**src/rtl/mem_request_arbiter_pkg.sv**
```systemverilog
// mem_req_pkg: shared types and helpers for the memory request arbiter.
//   mreq_state_t : arbiter FSM states (IDLE, STROBE, WAIT, RESP)
//   mem_size_t   : access size encoding (BYTE, HALF, WORD; 3 is illegal)
//   mreq_req_t   : requester tag (REQ_I fetch, REQ_D data)
//   extend_load  : sign/zero extension of an extracted byte or halfword
package mem_req_pkg;

  typedef enum logic [1:0] {
    IDLE   = 2'd0,
    STROBE = 2'd1,
    WAIT   = 2'd2,
    RESP   = 2'd3
  } mreq_state_t;

  typedef enum logic [1:0] {
    BYTE = 2'd0,
    HALF = 2'd1,
    WORD = 2'd2
  } mem_size_t;

  typedef enum logic {
    REQ_I = 1'b0,
    REQ_D = 1'b1
  } mreq_req_t;

  // Extend a right-aligned byte (v[7:0]) or halfword (v[15:0]) to 32 bits.
  function automatic logic [31:0] extend_load(input logic [15:0] v,
                                              input logic        is_half,
                                              input logic        uns);
    logic sign_s;
    sign_s = uns ? 1'b0 : (is_half ? v[15] : v[7]);
    if (is_half) begin
      extend_load = {{16{sign_s}}, v};
    end else begin
      extend_load = {{24{sign_s}}, v[7:0]};
    end
  endfunction

endpackage

```
**src/rtl/mem_request_arbiter_lanes.sv**
```systemverilog
// byte_lane_unit: combinational byte-lane logic for the request arbiter.
//   Request side (live request): byte enables, lane-replicated store data and
//   the misaligned/illegal flag.
//   Load side (latched request): byte/half extraction from bus read data and
//   sign/zero extension.
// Ports:
//   req_lo_i, req_size_i, req_wdata_i -> sel_o, wdata_o, bad_o
//   ld_lo_i, ld_size_i, ld_unsigned_i, ld_data_i -> ld_rdata_o
module byte_lane_unit
  import mem_req_pkg::*;
(
  input  logic [1:0]  req_lo_i,
  input  logic [1:0]  req_size_i,
  input  logic [31:0] req_wdata_i,
  output logic [3:0]  sel_o,
  output logic [31:0] wdata_o,
  output logic        bad_o,
  input  logic [1:0]  ld_lo_i,
  input  logic [1:0]  ld_size_i,
  input  logic        ld_unsigned_i,
  input  logic [31:0] ld_data_i,
  output logic [31:0] ld_rdata_o
);

  logic [7:0]  ld_byte_s;
  logic [15:0] ld_half_s;

  // Request side: lane mask, replicated write data, alignment check.
  always_comb begin
    sel_o   = 4'b0000;
    wdata_o = 32'h0000_0000;
    bad_o   = 1'b1;
    case (req_size_i)
      BYTE: begin
        sel_o   = 4'b0001 << req_lo_i;
        wdata_o = {4{req_wdata_i[7:0]}};
        bad_o   = 1'b0;
      end
      HALF: begin
        sel_o   = req_lo_i[1] ? 4'b1100 : 4'b0011;
        wdata_o = {2{req_wdata_i[15:0]}};
        bad_o   = req_lo_i[0];
      end
      WORD: begin
        sel_o   = 4'b1111;
        wdata_o = req_wdata_i;
        bad_o   = (req_lo_i != 2'b00);
      end
      default: begin
        sel_o   = 4'b0000;
        wdata_o = 32'h0000_0000;
        bad_o   = 1'b1;
      end
    endcase
  end

  // Load side: pick the addressed lane and extend it.
  always_comb begin
    case (ld_lo_i)
      2'd0:    ld_byte_s = ld_data_i[7:0];
      2'd1:    ld_byte_s = ld_data_i[15:8];
      2'd2:    ld_byte_s = ld_data_i[23:16];
      2'd3:    ld_byte_s = ld_data_i[31:24];
      default: ld_byte_s = 8'h00;
    endcase
    ld_half_s = ld_lo_i[1] ? ld_data_i[31:16] : ld_data_i[15:0];
    case (ld_size_i)
      BYTE:    ld_rdata_o = extend_load({8'h00, ld_byte_s}, 1'b0, ld_unsigned_i);
      HALF:    ld_rdata_o = extend_load(ld_half_s, 1'b1, ld_unsigned_i);
      default: ld_rdata_o = ld_data_i;
    endcase
  end

endmodule

```
**src/rtl/mem_request_arbiter.sv**
```systemverilog
// mem_request_arbiter: arbitrates instruction fetch and data load/store onto a
// single wishbone-style bus master port. Data requests win over fetches.
// Optional feature macro: MEM_REQ_TIMEOUT_EN (abort a WAIT after
// TIMEOUT_CYCLES consecutive busy cycles with err=1).
// Ports:
//   clk, rst (async active-low)
//   CPU fetch : i_req, i_addr -> i_ready, i_data
//   CPU data  : d_read, d_write, d_addr, d_wdata, d_size, d_unsigned
//               -> d_ready, d_rdata, err
//   Bus       : read_i, write_i, adr_i, cpu_dat_i, sel_i <- busy_o, cpu_dat_o
module mem_request_arbiter
  import mem_req_pkg::*;
#(
  parameter int ADDR_W         = 32,
  parameter int TIMEOUT_CYCLES = 255
) (
  input  logic              clk,
  input  logic              rst,
  input  logic              i_req,
  input  logic [ADDR_W-1:0] i_addr,
  output logic              i_ready,
  output logic [31:0]       i_data,
  input  logic              d_read,
  input  logic              d_write,
  input  logic [ADDR_W-1:0] d_addr,
  input  logic [31:0]       d_wdata,
  input  logic [1:0]        d_size,
  input  logic              d_unsigned,
  output logic              d_ready,
  output logic [31:0]       d_rdata,
  output logic              err,
  output logic              read_i,
  output logic              write_i,
  output logic [ADDR_W-1:0] adr_i,
  output logic [31:0]       cpu_dat_i,
  output logic [3:0]        sel_i,
  input  logic              busy_o,
  input  logic [31:0]       cpu_dat_o
);

  mreq_state_t state_q, state_d;
  mreq_req_t   req_q, req_d;
  logic [1:0]  size_q, size_d, lo_q, lo_d;
  logic        uns_q, uns_d, store_q, store_d;
  logic [ADDR_W-1:0] adr_q, adr_d;
  logic [3:0]  sel_q, sel_d;
  logic [31:0] dat_q, dat_d, i_data_q, i_data_d, d_rdata_q, d_rdata_d;
  logic        read_q, read_d, write_q, write_d;
  logic        i_ready_q, i_ready_d, d_ready_q, d_ready_d, err_q, err_d;

`ifdef MEM_REQ_TIMEOUT_EN
  localparam int CNT_W = (TIMEOUT_CYCLES > 255) ? $clog2(TIMEOUT_CYCLES + 1) : 8;
  logic [CNT_W-1:0] cnt_q, cnt_d;
`endif

  // Live request view, used only while IDLE.
  logic              d_pend_s;
  logic [ADDR_W-1:0] req_addr_s;
  logic [1:0]        req_size_s;
  logic [3:0]        sel_s;
  logic [31:0]       wdata_al_s, ld_rdata_s;
  logic              bad_s;

  assign d_pend_s   = d_read | d_write;
  assign req_addr_s = d_pend_s ? d_addr : i_addr;
  // Fetches are always word accesses, so they share the word alignment check.
  assign req_size_s = d_pend_s ? d_size : WORD;

  byte_lane_unit u_lanes (
    .req_lo_i      (req_addr_s[1:0]),
    .req_size_i    (req_size_s),
    .req_wdata_i   (d_wdata),
    .sel_o         (sel_s),
    .wdata_o       (wdata_al_s),
    .bad_o         (bad_s),
    .ld_lo_i       (lo_q),
    .ld_size_i     (size_q),
    .ld_unsigned_i (uns_q),
    .ld_data_i     (cpu_dat_o),
    .ld_rdata_o    (ld_rdata_s)
  );

  // Next-state and next-output logic of the access FSM.
  always_comb begin
    state_d   = state_q;
    req_d     = req_q;
    size_d    = size_q;
    lo_d      = lo_q;
    uns_d     = uns_q;
    store_d   = store_q;
    adr_d     = adr_q;
    sel_d     = sel_q;
    dat_d     = dat_q;
    i_data_d  = i_data_q;
    d_rdata_d = d_rdata_q;
    read_d    = 1'b0;
    write_d   = 1'b0;
    i_ready_d = 1'b0;
    d_ready_d = 1'b0;
    err_d     = 1'b0;
`ifdef MEM_REQ_TIMEOUT_EN
    cnt_d     = cnt_q;
`endif
    case (state_q)
      IDLE: begin
        if (d_pend_s || i_req) begin
          req_d   = d_pend_s ? REQ_D : REQ_I;
          store_d = d_pend_s & d_write;
          size_d  = req_size_s;
          lo_d    = req_addr_s[1:0];
          uns_d   = d_unsigned;
          adr_d   = {req_addr_s[ADDR_W-1:2], 2'b00};
          sel_d   = sel_s;
          dat_d   = d_pend_s ? wdata_al_s : 32'h0000_0000;
          if (bad_s) begin
            // Bad accesses never touch the bus.
            state_d   = RESP;
            err_d     = 1'b1;
            i_ready_d = ~d_pend_s;
            d_ready_d = d_pend_s;
          end else begin
            state_d = STROBE;
            write_d = d_pend_s & d_write;
            read_d  = ~(d_pend_s & d_write);
          end
        end else begin
          state_d = IDLE;
        end
      end
      STROBE: begin
        state_d = WAIT;
`ifdef MEM_REQ_TIMEOUT_EN
        cnt_d   = {CNT_W{1'b0}};
`endif
      end
      WAIT: begin
        if (!busy_o) begin
          state_d   = RESP;
          i_ready_d = (req_q == REQ_I);
          d_ready_d = (req_q == REQ_D);
          if (req_q == REQ_I) begin
            i_data_d = cpu_dat_o;
          end else if (!store_q) begin
            d_rdata_d = ld_rdata_s;
          end else begin
            d_rdata_d = d_rdata_q;
          end
        end else begin
`ifdef MEM_REQ_TIMEOUT_EN
          if (cnt_q == CNT_W'(TIMEOUT_CYCLES - 1)) begin
            state_d   = RESP;
            err_d     = 1'b1;
            i_ready_d = (req_q == REQ_I);
            d_ready_d = (req_q == REQ_D);
          end else begin
            state_d = WAIT;
            cnt_d   = cnt_q + CNT_W'(1);
          end
`else
          state_d = WAIT;
`endif
        end
      end
      RESP: begin
        state_d = IDLE;
      end
      default: begin
        state_d = IDLE;
      end
    endcase
  end

  // State and output registers.
  always_ff @(posedge clk or negedge rst) begin
    if (!rst) begin
      state_q   <= IDLE;
      req_q     <= REQ_I;
      size_q    <= WORD;
      lo_q      <= 2'b00;
      uns_q     <= 1'b0;
      store_q   <= 1'b0;
      adr_q     <= {ADDR_W{1'b0}};
      sel_q     <= 4'b0000;
      dat_q     <= 32'h0000_0000;
      i_data_q  <= 32'h0000_0000;
      d_rdata_q <= 32'h0000_0000;
      read_q    <= 1'b0;
      write_q   <= 1'b0;
      i_ready_q <= 1'b0;
      d_ready_q <= 1'b0;
      err_q     <= 1'b0;
`ifdef MEM_REQ_TIMEOUT_EN
      cnt_q     <= {CNT_W{1'b0}};
`endif
    end else begin
      state_q   <= state_d;
      req_q     <= req_d;
      size_q    <= size_d;
      lo_q      <= lo_d;
      uns_q     <= uns_d;
      store_q   <= store_d;
      adr_q     <= adr_d;
      sel_q     <= sel_d;
      dat_q     <= dat_d;
      i_data_q  <= i_data_d;
      d_rdata_q <= d_rdata_d;
      read_q    <= read_d;
      write_q   <= write_d;
      i_ready_q <= i_ready_d;
      d_ready_q <= d_ready_d;
      err_q     <= err_d;
`ifdef MEM_REQ_TIMEOUT_EN
      cnt_q     <= cnt_d;
`endif
    end
  end

  assign i_ready   = i_ready_q;
  assign i_data    = i_data_q;
  assign d_ready   = d_ready_q;
  assign d_rdata   = d_rdata_q;
  assign err       = err_q;
  assign read_i    = read_q;
  assign write_i   = write_q;
  assign adr_i     = adr_q;
  assign cpu_dat_i = dat_q;
  assign sel_i     = sel_q;

endmodule

```
**config.mk**
```make
export PLATFORM = sky130hd
export DESIGN_NAME = mem_request_arbiter
export DESIGN_NICKNAME = d
export VERILOG_FILES = /design/src/rtl/mem_request_arbiter_pkg.sv /design/src/rtl/mem_request_arbiter_lanes.sv /design/src/rtl/mem_request_arbiter.sv
export SDC_FILE = /design/constraint.sdc
export NUM_CORES = 1
export LEC_CHECK = 0
export CORE_MARGIN = 2
export CORE_UTILIZATION = 40
export CTS_CLUSTER_SIZE = 12
export DETAILED_ROUTE_END_ITERATION = 7
export PLACE_DENSITY = 0.78
export SLEW_MARGIN = 10
export SYNTH_ARGS = -nofsm -noshare
export SYNTH_HDL_FRONTEND = slang
export SYNTH_SLANG_ARGS = --single-unit
export TNS_END_PERCENT = 30
```
**constraint.sdc**
```tcl
create_clock -name clk -period 4.6 [get_ports clk]
set_input_delay 0.46 -clock clk [delete_from_list [all_inputs] [get_ports clk]]
set_output_delay 0.46 -clock clk [all_outputs]
set_load 0.005 [all_outputs]
```
# Yosys cells after proc, flatten, opt, wreduce, memory -nomap -nowiden
# Index checks and enable logic that the tools add are counted.
# W data, S select, Z words.
dict set report op_classes {
  eq_ne 9
  shift 1
  n_mux 34
  bitwise_logic 7
  n_reduce_logical 9
}
# op count
set ops {}
lappend ops {{$pmux W32 S3} 1}
lappend ops {{$mux W32} 2}
lappend ops {{$pmux W32 S2} 1}
lappend ops {{$pmux W8 S4} 1}
lappend ops {{$mux W1} 19}
lappend ops {{$mux W16} 1}
lappend ops {{$pmux W4 S3} 1}
lappend ops {{$eq A2 B2 Y1 const B} 5}
lappend ops {{$eq A2 B1 Y1 const B} 4}
lappend ops {{$logic_not A2 Y1} 4}
lappend ops {{$pmux W2 S4} 1}
lappend ops {{$mux W2} 3}
lappend ops {{$not A1 Y1} 5}
lappend ops {{$mux W4} 1}
lappend ops {{$pmux W1 S2} 2}
lappend ops {{$reduce_and A4 Y1} 1}
lappend ops {{$shl A1 B2 Y4 const A} 1}
lappend ops {{$pmux W1 S3} 1}
lappend ops {{$reduce_and A3 Y1} 1}
lappend ops {{$reduce_and A2 Y1} 1}
lappend ops {{$reduce_bool A2 Y1} 1}
lappend ops {{$and A1 B1 Y1} 1}
lappend ops {{$logic_or A1 B1 Y1} 1}
lappend ops {{$or A1 B1 Y1} 1}
dict set report word_totals {
  regBits 144
  out_inout_bits 137
  word_cells 76
}

# Longest topological paths before layout
# Gate-level depths: netlist of run 1.
dict set report depth {
  ltp_word 7
  ltp_mapped 8
  ltp_nobuf 6
}

# Hierarchy
# From an unflattened synthesis of run 1, not the netlist that was laid out.
dict set report unflattened {
  hier_cells 626
  area_unflattened_um2 6962.9
}
# mod instances cells_per_inst area_per_inst_um2 seq_area_each_um2
set modules_own_cells {}
lappend modules_own_cells {mem_request_arbiter 1 408 5646.7 3604.7}
lappend modules_own_cells {byte_lane_unit 1 218 1316.3 0.0}

# Least setup slack after synthesis of run 1
# Ideal clock, no wire load.
dict set report synth_path {
  path_type {input-to-reg}
  startpoint {in cpu_dat_o[31]}
  endpoint {reg d_rdata_q[10], in the netlist d_rdata[10]}
  setup_time_ns 0.127
  arrival_time_ns 1.512
  path_slack_ns 2.961
  stages 4
  n_path_buf 0
  path_cell_list {mux4_2 a211o_1 a221oi_1 nor2_1}
}
dict set report synth_via {
  elab_chain_len 3
}
# item line
set synth_lines {}
lappend synth_lines {{from (decl)} mem_request_arbiter.sv:38} ;# input logic [31:0] cpu_dat_o
lappend synth_lines {{$pmux W8 S4} mem_request_arbiter_lanes.sv:59} ;# case (ld_lo_i)
lappend synth_lines {{$mux W1} mem_request_arbiter_pkg.sv:31} ;# sign_s = uns ? 1'b0 : (is_half ? v[15] : v[7]);
lappend synth_lines {{$pmux W32 S2} mem_request_arbiter_lanes.sv:67} ;# case (ld_size_i)
lappend synth_lines {{to (signal assigned)} mem_request_arbiter.sv:206} ;# d_rdata_q <= d_rdata_d;
lappend synth_lines {{to (decl)} mem_request_arbiter.sv:47} ;# logic [31:0] dat_q, dat_d, i_data_q, i_data_d, d_rdata_q, d_rdata_d;
# Every way passes these cells.
# A chain may end at the register's enable or synchronous reset.

# Worst setup path in the final report of run 1
dict set report layout_path {
  startpoint {reg lo_q[1]}
  endpoint {reg d_rdata_q[12], in the netlist d_rdata[12]}
}
dict set report layout_via {
  elab_chain_len 4
  word_cells_on_any_way 8
}
# item line
set layout_lines {}
lappend layout_lines {{from (decl)} mem_request_arbiter.sv:43} ;# logic [1:0] size_q, size_d, lo_q, lo_d;
lappend layout_lines {{from (signal assigned)} mem_request_arbiter.sv:199} ;# lo_q <= lo_d;
lappend layout_lines {{$eq A2 B2 Y1, or another cell as far along} mem_request_arbiter_lanes.sv:59}
lappend layout_lines {{$pmux W8 S4} mem_request_arbiter_lanes.sv:59}
lappend layout_lines {{$mux W1} mem_request_arbiter_pkg.sv:31}
lappend layout_lines {{$pmux W32 S2 (*)} mem_request_arbiter_lanes.sv:67}
# Mark *: on every way between the ends. The rest lies on a longest branch, timed or not.

==> results_dict.tcl, run 1 <==
set metrics [dict create \
    status "complete, no violations" \
    hold_buffers 0 \
    grt_start_max_net_pins 109 \
    ir_drop_mv 0.381 \
    cts_buffers 17 \
    synth_edf_count 0 \
    grt_antenna_before_repair 0 \
    area_delta_synth_final_pct 52.6 \
    die_h_um 132 \
    die-area_um2 17400 \
    fp-row-count 46 \
    place.gp.congestion 0.805 \
    cts_sinks 144 \
    grt_use_total_pct 23.8 \
    grt_busiest_layer "met2" \
    seq_area_frac_synth_pct 55.1 \
    fin_crit_sh_pct 52.3 \
    cts.repair.resized 0 \
    holdWs_ns 0.151 \
    drive_gt1_share_pct 11.0 \
    setup_tns_ns 0 \
    worstPathArrival_ns 2.69 \
    power_density_nw_per_um2 648 \
    ys_dominant_reg_cell "dfrtp_1" \
    gr-usage-met1_pct 29.1 \
    grt_pass1_wl_um 32400 \
    ys_types 43 \
    start_kind "flop" \
    nNetsFinal 1053 \
    hp-class "in -> async" \
    timing.final.hold_violations 0 \
    wire_per_inst_um 18.0 \
    r2r_setup_slack_ns 2.20 \
    via_per_inst 5.25 \
    maxSlewViolCount 0 \
    clkTransAtPathRegs_ns 0.06 \
    ys_warn_count 0 \
    diodes 0 \
    initial_core_util_pct 41.1 \
    worst_slack_ns 2.20 \
    core_um2 15900 \
    wl_um 20600 \
    synthArstFlopShare_pct 100 \
    avgSynthCellArea_um2 9.89 \
    htreeDepth 4 \
    worstMarginPinSlew_ns 1.08 \
    grt_overflow 0 \
    dieWidth_um 132 \
    worst_ep_required_time_ns 4.89 \
    stdcell_count 1143 \
    grt_setup_unrepaired "false" \
    firstDrtPassIters 4 \
    layout_common_cells "clkdlybuf4s50_1, dfrtp_1, nand2_1" \
    fmax_mhz 416 \
    syn-instance-count 662 \
    criticalPathCategory "reg -> reg" \
    placed_cells 1111 \
    grt_pass1_vias 5975 \
    use_met3_pct 7.84 \
    endpoint_kind "flop" \
    drv_cap 0 \
    relSlewSlack_pct 28.1 \
    remaining_drc_errors 0 \
    pre_cts_ws_ns 2.00 \
    vias 6003 \
    netlist_area_um2 6550 \
    finalPower_mw 6.47 \
    p_leak_nw 4.13 \
    period_needed_ns 2.40 \
    final_common_cell "clkdlybuf4s50_1" \
    final.setup_skew_ns 0.00787 \
    cts_tree "done" \
    hpwl_um 14600 \
    finalSetupViolCount 0 \
    detail-route-antenna-nets 0 \
    critPathMaxFanout 20 \
    cts-root-buf "clkbuf_16" \
    first_iter_violations 444 \
    grt_util_met2_pct 39.8 \
    clk_path_buf_depth 2 \
    clk_latency_ns 0.42 \
    ioPinCount 274 \
    io_buffer_count 271 \
    post_cts.repair.setup_buffers 0 \
    ys_ff_latch 144 \
]
-- power breakdown --
group	internal, mW	total (mW)	switching [mW]	leakage (nW)
Clock	0.860	1.43	0.566	0.287
Combinational	1.63	2.76	1.13	2.13
Sequential	1.88	2.28	0.400	1.71
-- path summary, 6_finish.rpt --
kind	from	end	cells past startpoint
min in group clk	cpu_dat_i[20]	cpu_dat_i[20]	2
max	lo_q[1]	d_rdata[12]	4
max reg2reg	lo_q[1]	d_rdata[12]	4
min	rst	i_data[6]	1
max in group asynchronous	rst	cpu_dat_i[14]	2
min reg2reg	cpu_dat_i[20]	cpu_dat_i[20]	2
-- layer usage --
metal	wire length, um	vias up	share of wire, %
met5	0	-	0
met4	388	0	1.9
met3	1880	23	9.1
met2	10100	249	49
met1	8270	2905	40
li1	-	2826	-
-- cell families (layout without fill, tap and decap cells) --
kind of cell             count (synthesis)  after routing  synth area share [%]
AO/OA/AOI/OAI                          173            173                  18.0
adder cells (fa/ha/maj)                  2              2                 0.382
buffers and inverters                   54            318                  4.11
flip-flops                             144            144                  55.1
multiplexers                            36             36                  6.52
other                                    1              2                0.0573
AND/OR/NAND/NOR                        252            252                  15.9
-- synth_stat cells, types with 3 or more instances --
library cell,instances,area (um^2)
dfrtp_1,143,3580
nand2_1,129,484
nor2_1,77,289
a31oi_1,43,269
a21oi_1,36,180
mux2_2,33,372
o21ai_0,24,120
clkbuf_1,22,82.6
buf_2,20,100
a22o_1,17,149
nor2b_1,13,81.3
nor3_1,10,50.1
o211ai_1,9,67.6
a221oi_1,8,70.1
a22oi_1,8,60.1
a2bb2oi_1,8,70.1
nand3_1,8,40.0
o221a_2,7,78.8
or2_2,7,43.8
buf_6,4,45.0
inv_1,4,15.0
nand2b_1,4,25.0
buf_4,3,22.5
-- sequential cells by signal (all words and copies together) (netlist names), 2 cells and up --
register	flops
cpu_dat_i	32
d_rdata	32
i_data	32
adr_i	30
sel_i	4
lo_q	2
size_q	2
state_q	2
-- through the flow --
step,area [um^2],utilization [%]
after floorplan,6550,-
after global placement,9380,58.8
after detailed placement,9380,58.8
after CTS,9990,62.6
after global routing,9990,62.6
final,9990,62.6
-- worst max-delay path, cell delays in order, from the launching register on --
cell,delay [ns]
dfrtp_1,0.78
mux4_2,0.58
a211o_1,0.38
a221oi_1,0.43
nor2_1,0.09
-- cell type report --
cell class / count / area [um^2]
clock inverters: 15 / 183
inverters: 4 / 15.0
multi-input cells: 465 / 2690
fillers: 1363 / 5960
well taps: 216 / 270
clock buffers: 17 / 425
flip-flops and latches: 144 / 3600
repair buffers: 282 / 2800
(Power assumes the default switching activity.)
==> inputs of run 2 (changes only) <==
--- a/config.mk
+++ b/config.mk
@@ -6,10 +6,10 @@
 export NUM_CORES = 1
 export LEC_CHECK = 0
 export CORE_MARGIN = 2
-export CORE_UTILIZATION = 40
+export CORE_UTILIZATION = 39
 export CTS_CLUSTER_SIZE = 12
 export DETAILED_ROUTE_END_ITERATION = 7
-export PLACE_DENSITY = 0.78
+export PLACE_DENSITY = 0.79
 export SLEW_MARGIN = 10
 export SYNTH_ARGS = -nofsm -noshare
 export SYNTH_HDL_FRONTEND = slang
==> constraint.sdc (replaced) <==
create_clock -name clk -period 2.1 [get_ports clk]
set_input_delay 0.21 -clock clk [delete_from_list [all_inputs] [get_ports clk]]
set_output_delay 0.21 -clock clk [all_outputs]
set_load 0.005 [all_outputs]
==> run 2 against run 1 <==
Compared with the run above:
- sequential power grew 120%
- global-route usage barely moved
- total power is 120% higher
- clock skew up 0.0024 ns
- sequential cell count unchanged
- register-to-register slack worse by 1.9 ns
- combinational power rose by 130%
- maximum frequency up 36%
- core utilization decreased by 0.47 points
- count of clock-buffer cells in the layout unchanged
- critical path type unchanged
- critical endpoint is now d_rdata[17]
==> results_dict.tcl, run 2 (synthesis gave the netlist of run 1 again) <==
set metrics [dict create \
    start_kind "flop" \
    maxSlewViolCount 0 \
    hpwl_um 15100 \
    status "complete, no violations" \
    drive_gt1_share_pct 12.7 \
    endpoint_kind "flop" \
    worst_ep_required_time_ns 2.40 \
    nNetsFinal 1072 \
    crit_chain "buf_4, mux4_2, a21boi_4, buf_12, a21oi_1" \
    final_common_cell "clkdlybuf4s50_1" \
    cp_top_family "multiplexers" \
    cts_tree "done" \
    grt_antenna_before_repair 0 \
    setup_tns_ns 0 \
    grt_pass1_vias 6160 \
    first_iter_violations 473 \
    post_cts.repair.setup_buffers 0 \
    grt_setup_unrepaired "false" \
    area_delta_synth_final_pct 56.4 \
    finalPower_mw 14.4 \
    clkTransAtPathRegs_ns 0.06 \
    fin_crit_sh_pct 84.4 \
    clk_path_buf_depth 2 \
    htreeDepth 4 \
    die_h_um 134 \
    hp-class "in -> reg" \
    criticalPathCategory "reg -> reg" \
    cts_sinks 144 \
    cts_buffers 17 \
    ir_drop_mv 0.611 \
    slowest_delay_ns 0.59 \
    cts-root-buf "clkbuf_16" \
    period_needed_ns 1.77 \
    detail-route-antenna-nets 0 \
    io_buffer_count 271 \
    power_density_nw_per_um2 1410 \
    grt_pass1_wl_um 33000 \
    wire_per_inst_um 17.8 \
    fp-row-count 47 \
    initial_core_util_pct 39.7 \
    p_leak_nw 4.27 \
    layout_common_cells "clkdlybuf4s50_1, dfrtp_1, nand2_1" \
    diodes 0 \
    critPathMaxFanout 19 \
    place.gp.congestion 0.852 \
    final.setup_skew_ns 0.0103 \
    grt_use_total_pct 23.8 \
    grt_overflow 0 \
    die-area_um2 17800 \
    remaining_drc_errors 0 \
    fmax_mhz 564 \
    grt_start_max_net_pins 70 \
    vias 6140 \
    finalSetupViolCount 0 \
    worstPathArrival_ns 2.07 \
    clk_latency_ns 0.43 \
    cp_slowest_cell "mux4_2" \
    ioPinCount 274 \
    relSlewSlack_pct 61.1 \
    worstMarginPinSlew_ns 0.583 \
    drv_cap 0 \
    firstDrtPassIters 6 \
    dieWidth_um 134 \
    cp_num_buf_inv 2 \
    via_per_inst 5.27 \
    core_um2 16500 \
    timing.final.hold_violations 0 \
    wl_um 20700 \
]
## run 2: per-stage QoR
| step | cell area, um^2 | worst slack [ns] | std cells | hold slack (ns) | util (%) |
|---|---|---|---|---|---|
| 2_1_floorplan | 6550 | 0.511 | 663 | -0.0856 | - |
| 3_3_place_gp | 9590 | 0.0912 | 1133 | 0.231 | 58.3 |
| 3_5_place_dp | 9590 | 0.0553 | 1133 | 0.239 | 58.3 |
| 4_1_cts | 10200 | 0.321 | 1166 | 0.305 | 62.2 |
| 5_1_grt | 10200 | 0.222 | 1166 | 0.325 | 62.2 |
| 6_report | 10200 | 0.328 | 1166 | 0.322 | 62.2 |
## run 2: area by class of cell
class                      count  area, um^2
clock buffer                  17         425
clock inverter                15         208
fill                        1368        6230
inverter                       4        15.0
multi-input combinational    465        2690
sequential                   144        3600
tap                          220         275
timing repair buffer         301        3020
## run 2: timing repair
| item | 4_1_cts | 5_1_grt |
|---|---|---|
| gates resized for setup | 0 | 0 |
| hold buffers | 1 | 0 |
| hold endpoints to repair | 57 | 0 |
## run 2: worst paths after layout
kind	startpoint	to	slack, ns	cells after the start
worst max-delay path	lo_q[1]	d_rdata[17]	0.33	5
worst min-delay path	d_unsigned	uns_q	0.32	3
worst max register to register	lo_q[1]	d_rdata[17]	0.33	5
worst min register to register	sel_i[2]	sel_i[2]	0.48	2
max in group asynchronous	rst	cpu_dat_i[14]	1.09	3
min in group asynchronous	rst	i_data[1]	0.34	2
## run 2: worst register-to-register path: stages (launching register included)
cell      delay [ns]
dfrtp_1         0.37
buf_4           0.25
mux4_2          0.59
a21boi_4        0.20
buf_12          0.16
a21oi_1         0.08
## run 2: layer usage
| metal | GRT usage [%] | share of wire (%) | up-vias |
|---|---|---|---|
| met5 | 0 | 0 | - |
| met3 | 7.76 | 9.4 | 34 |
| met1 | 29.9 | 40 | 2910 |
| li1 | - | - | 2877 |
| met4 | 9.52 | 2.8 | 0 |
| met2 | 38.0 | 47 | 319 |
## run 2: power by group
part	total (mW)	switching, mW	internal [mW]
registers	4.92	0.788	4.13
logic	6.28	2.58	3.70
clock network	3.24	1.23	2.01
